--- config.mk ---
export PLATFORM = sky130hd
export DESIGN_NAME = br_ckpt_ctrl
export DESIGN_NICKNAME = d
export VERILOG_FILES = /design/src/rtl/br_ckpt_ctrl.sv
export SDC_FILE = /design/constraint.sdc
export NUM_CORES = 1
export LEC_CHECK = 0
export CELL_PAD_IN_SITES_DETAIL_PLACEMENT = 2
export CELL_PAD_IN_SITES_GLOBAL_PLACEMENT = 2
export CORE_UTILIZATION = 34
export DETAILED_ROUTE_END_ITERATION = 6
export GPL_ROUTABILITY_DRIVEN = 1
export GPL_TIMING_DRIVEN = 0
export PLACE_DENSITY_LB_ADDON = 0.1
export REMOVE_ABC_BUFFERS = 1
export SLEW_MARGIN = 5
export SYNTH_ARGS = -nofsm -noshare
export SYNTH_HDL_FRONTEND = slang
export SYNTH_SLANG_ARGS = --single-unit
--- constraint.sdc ---
create_clock -name clock -period 2.15 [get_ports clock]
set_clock_uncertainty 0.05 [all_clocks]
set_input_delay 0.3225 -clock clock [delete_from_list [all_inputs] [get_ports clock]]
set_output_delay 0.3225 -clock clock [all_outputs]
set_load 0.05 [all_outputs]
--- src/rtl/br_ckpt_ctrl.sv ---
// Branch checkpoint controller: allocates map-table checkpoint tags,
// tracks outstanding-branch masks and sequences mispredict recovery.
module br_ckpt_ctrl #(
  parameter int NUM_CKPT = 4,
  parameter int CKPT_W   = $clog2(NUM_CKPT),
  parameter int ROB_W    = 5
) (
  input  logic                clock,
  input  logic                reset,
  input  logic                en,
  input  logic                dispatch_en,
  input  logic                dispatch_is_br,
  input  logic [ROB_W-1:0]    dispatch_rob_idx,
  input  logic                resolve_en,
  input  logic [CKPT_W-1:0]   resolve_tag,
  input  logic                resolve_mispredict,
  output logic                ckpt_stall,
  output logic [CKPT_W-1:0]   alloc_tag,
  output logic [NUM_CKPT-1:0] br_mask,
  output logic [NUM_CKPT-1:0] clear_mask,
  output logic                rollback_en,
  output logic [ROB_W-1:0]    rollback_rob_idx,
  output logic [NUM_CKPT-1:0] squash_mask
);

  typedef enum logic {
    IDLE,
    RECOVER
  } state_t;

  state_t              r_state;
  logic [NUM_CKPT-1:0] r_free;
  logic [NUM_CKPT-1:0] r_active;
  logic [NUM_CKPT-1:0] r_dep [NUM_CKPT];
  logic [ROB_W-1:0]    r_rob [NUM_CKPT];
  logic [NUM_CKPT-1:0] r_clear;
  logic                r_rb;
  logic [ROB_W-1:0]    r_rb_idx;
  logic [NUM_CKPT-1:0] r_squash;

  logic [CKPT_W-1:0]   w_alloc_tag;
  logic [NUM_CKPT-1:0] w_alloc_oh;
  logic [NUM_CKPT-1:0] w_tag_oh;
  logic [NUM_CKPT-1:0] w_squash;
  logic [NUM_CKPT-1:0] w_free_n;
  logic [NUM_CKPT-1:0] w_act_n;
  logic                w_stall;
  logic                w_res_valid;
  logic                w_mis;
  logic                w_cor;
  logic                w_alloc_fire;

  assign w_stall     = ~|r_free || (r_state == RECOVER);
  assign w_tag_oh    = NUM_CKPT'(1) << resolve_tag;
  assign w_alloc_oh  = NUM_CKPT'(1) << w_alloc_tag;
  assign w_res_valid = resolve_en && r_active[resolve_tag];
  assign w_mis       = w_res_valid && resolve_mispredict;
  assign w_cor       = w_res_valid && !resolve_mispredict;
  assign w_alloc_fire = dispatch_en && dispatch_is_br &&
                        !w_stall && !w_mis;

  // Lowest free tag; falls back to 0 when nothing is free.
  always_comb begin
    w_alloc_tag = '0;
    for (int i = NUM_CKPT - 1; i >= 0; i--) begin
      if (r_free[i]) w_alloc_tag = CKPT_W'(i);
    end
  end

  // Squash set: the mispredicted tag plus every live branch younger than it.
  always_comb begin
    w_squash = w_tag_oh;
    for (int u = 0; u < NUM_CKPT; u++) begin
      if (r_active[u] && r_dep[u][resolve_tag]) w_squash[u] = 1'b1;
    end
  end

  // Next free/active vectors from allocation, frees and squashes.
  always_comb begin
    w_free_n = r_free;
    w_act_n  = r_active;
    if (w_alloc_fire) begin
      w_free_n = w_free_n & ~w_alloc_oh;
      w_act_n  = w_act_n | w_alloc_oh;
    end
    if (w_cor) begin
      w_free_n = w_free_n | w_tag_oh;
      w_act_n  = w_act_n & ~w_tag_oh;
    end
    if (w_mis) begin
      w_free_n = w_free_n | w_squash;
      w_act_n  = w_act_n & ~w_squash;
    end
  end

  // Recovery FSM, tag bookkeeping and registered event pulses.
  always_ff @(posedge clock) begin
    if (reset) begin
      r_state  <= IDLE;
      r_free   <= '1;
      r_active <= '0;
      r_clear  <= '0;
      r_rb     <= 1'b0;
      r_rb_idx <= '0;
      r_squash <= '0;
      for (int u = 0; u < NUM_CKPT; u++) begin
        r_dep[u] <= '0;
        r_rob[u] <= '0;
      end
    end else if (en) begin
      r_state  <= w_mis ? RECOVER : IDLE;
      r_free   <= w_free_n;
      r_active <= w_act_n;
      r_clear  <= w_cor ? w_tag_oh : '0;
      r_rb     <= w_mis;
      r_rb_idx <= w_mis ? r_rob[resolve_tag] : '0;
      r_squash <= w_mis ? w_squash : '0;
      for (int u = 0; u < NUM_CKPT; u++) begin
        if (w_alloc_fire && (CKPT_W'(u) == w_alloc_tag)) begin
          r_dep[u] <= r_active & ~(w_cor ? w_tag_oh : '0);
          r_rob[u] <= dispatch_rob_idx;
        end else if (w_cor) begin
          r_dep[u][resolve_tag] <= 1'b0;
        end
      end
    end
  end

  assign ckpt_stall       = w_stall;
  assign alloc_tag        = w_alloc_tag;
  assign br_mask          = r_active;
  assign clear_mask       = r_clear;
  assign rollback_en      = r_rb;
  assign rollback_rob_idx = r_rb_idx;
  assign squash_mask      = r_squash;

endmodule

==> results.py <==
metrics = {
    "run_status": {
        "status": "finished clean",
    },
    "die": {
        "rows": 31,
        "die_h_um": 90.58,
        "die_w_um": 90.58,
        "die-area_um2": 8204,
        "io_pins": 35,
        "initial_core_util_pct": 36.01,
        "core-area_um2": 7408,
    },
    "critical_path": {
        "critPathRequiredTime_ps": 2110,
        "regToRegStartpoint": "br_mask[2]",
        "ff2ff_setup_slack_ps": 120,
        "crit_type": "in2reg",
        "cp.arrival_ps": 2030,
        "r2r_cells": 4,
        "critPathLaunchType": "input pin",
        "critPathCaptureType": "flop",
        "cp_max_fo": 5,
        "reg2reg_to": "r_dep[3][0]",
    },
    "placed_design": {
        "place_area_um2": 3024,
        "hpwl_um": 5884,
        "gp_congestion": 0.7604,
        "pre_cts_ws_ps": -1395,
        "port_buffers": 34,
        "dp.cells": 383,
    },
    "final_layout": {
        "area_growth_pct": 21.34,
        "fin_area_um2": 3237,
        "final_layout_size_suffix_gt1_share_pct": 17.29,
        "n_antenna_cell": 0,
        "post-route-util_pct": 43.69,
        "stdcell_count": 394,
        "fin_nets": 308,
    },
    "yosys": {
        "synth-async-reset-ratio_pct": 0,
        "yosysWarnings": 0,
        "yosysTopAreaCell": "edfxtp_1",
        "synth_seq_area_share_pct": 52.53,
        "yosysUniqueCellTypes": 46,
        "synth_area_um2": 2668,
        "synth_edf_count": 32,
        "synth_area_leaders": "edfxtp_1 36%, dfxtp_1 17%, nand2_1 4.5%, nor2_1 4.4%, mux4_2 4.2%",
        "synth_top_cell_area_share_pct": 36.02,
        "synth_cells": 270,
        "ys_seq_elements": 54,
        "ys.flop_type": "edfxtp_1",
        "synth_common_cells": "32 x edfxtp_1, 32 x nand2_1, 31 x nor2_1",
        "syn_avg_cell_area_um2": 9.880,
    },
    "detailed_routing": {
        "drtIter0Drc": 127,
        "vias": 2193,
        "viasPerCell": 5.566,
        "met3_length_um": 224,
        "wl_met2_um": 3955,
        "drc": 0,
        "drt-met1-wl_um": 4001,
        "ant_nets": 0,
        "wire_per_inst_um": 20.91,
        "top_layer_used": "met4",
        "dr.pass1.iters": 4,
        "routed_wl_um": 8238,
    },
    "grt": {
        "grt_pass1_vias": 2296,
        "grt_max_degree": 25,
        "antenna_found_initial": 0,
        "grt_pass1_wl_um": 13240,
        "grtUsageTotal_pct": 21.32,
        "grt_overflow": 0,
    },
    "timing": {
        "fmax_mhz": 481.6,
        "slew_violations": 0,
        "fin_ws_ps": 73.49,
        "fin_crit_ps": 2077,
        "slew_headroom_pct": 29.71,
        "max_slew.worst_pin.slew_ps": 1054,
        "final_hold_viol_count": 0,
        "fin_crit_sh_pct": 96.58,
        "setup_viol": 0,
        "grt_setup_unrepaired": "no",
    },
    "min_path": {
        "hold_class": "reg2reg",
        "hold_depth": 2,
        "whs_endpoint": "rollback_rob_idx[1]",
        "min_from": "rollback_rob_idx[1]",
    },
    "flow_run": {
        "maxCapViolations": 0,
    },
    "pwr": {
        "leakagePower_nw": 1.089,
        "power.density_nw_per_um2": 634.8,
        "peakVddDrop_mv": 0.2860,
    },
    "clock_network": {
        "path_clk_slew_ps": 110,
        "ctsLongestPathBuffers": 2,
        "cts_buffers": 5,
        "cts_root_buf": "clkbuf_8",
        "worst_skew_pair.late_latency_ps": 310,
        "cts_tree": "built",
        "cts_sinks": 54,
        "cts-htree-levels": 2,
    },
}
-- routing by layer --
layer	GRT usage, %	vias up
met1	29.41	1123
met3	3.535	7
li1	-	1032
met2	35.35	31
met4	4.032	0
met5	0	-
-- registers in the layout, indices dropped and copies added (netlist names) --
| signal | cells |
|---|---|
| r_dep | 12 |
| r_free | 4 |
| br_mask | 4 |
| squash_mask | 4 |
| r_state | 1 |
| rollback_rob_idx | 5 |
| clear_mask | 4 |
| r_rob | 20 |
-- report_power, final --
| group | switching [mW] | total, mW | internal [mW] |
|---|---|---|---|
| Combinational | 0.123 | 0.191 | 0.0678 |
| Clock | 0.374 | 0.728 | 0.354 |
| Sequential | 0.0170 | 1.14 | 1.12 |
| Total | 0.514 | 2.05 | 1.54 |
-- metrics by stage --
stage          setup TNS (ps)  power, mW  hold WS (ps)
3_3_place_gp           -86820      1.335         399.0
2_1_floorplan               0      1.243         341.6
4_1_cts                -18.80      2.077         417.9
6_report                    0      2.055         413.0
3_5_place_dp           -93800      1.342         403.5
5_1_grt                     0      2.140         449.2
-- critical path, stage by stage --
cell and delay [ps]:
clkdlybuf4s50_1 600, nand3b_1 180, o22ai_1 490, nor4_1 170, o21ai_0 270
-- worst max-delay path by stage --
stage / slack, ps / start / to / cells after the start
4_1_cts: -20 / br_mask[1] / br_mask[1] / 1
3_3_place_gp: -1300 / resolve_tag[1] / br_mask[2] / 5
6_report: 70 / resolve_mispredict / r_dep[1][3] / 5
2_1_floorplan: 50 / br_mask[2] / r_dep[3][2] / 4
3_5_place_dp: -1390 / resolve_tag[1] / br_mask[2] / 5
5_1_grt: 1 / r_free[2] / ckpt_stall / 3
-- cells in the final DEF, fill, tap and decap left out, types with 2 or more instances in the layout --
cell              n
a21boi_0          2
a21oi_1          20
a31oi_1           2
a41o_1            2
a41oi_1           2
a41oi_2           2
and3_1            2
buf_4             4
clkbuf_2          2
clkbuf_8          5
clkdlybuf4s50_1  25
dfxtp_1          18
dfxtp_2           4
dlygate4sd2_1     2
dlymetal6s2s_1    2
edfxtp_1         32
inv_1             7
mux4_2            5
nand2_1          32
nand3_1          12
nand3b_1          4
nand4_1           6
nand4b_1          4
nor2_1           31
nor2_2            7
nor2b_1           6
nor2b_4           2
nor3_1            3
nor4_1            2
o211ai_1          4
o21ai_0          14
-- cell families after synthesis --
logic type             synth area share [%]
multiplexers                          4.972
AND/OR/NAND/NOR                       23.50
buffers and inverters                 5.300
AO/OA/AOI/OAI                         13.70
flip-flops                            52.53
-- cell type report --
class,count,area (um^2)
Fill cell,792,4172
Clock inverter,3,47.55
Multi-Input combinational cell,187,1204
Inverter,9,37.54
Sequential cell,54,1406
Timing Repair Buffer,37,349.1
Clock buffer,5,68.82
Tap cell,99,123.9
-- what timing repair did --
item | CTS | global route
resized for setup | 28 | 17
hold buffers | 0 | 0
gates cloned | 0 | 0
endpoints found under the setup margin | 85 | 49
pin swaps | 0 | 1
buffers inserted | 2 | 1
(Power assumes the default switching activity.)
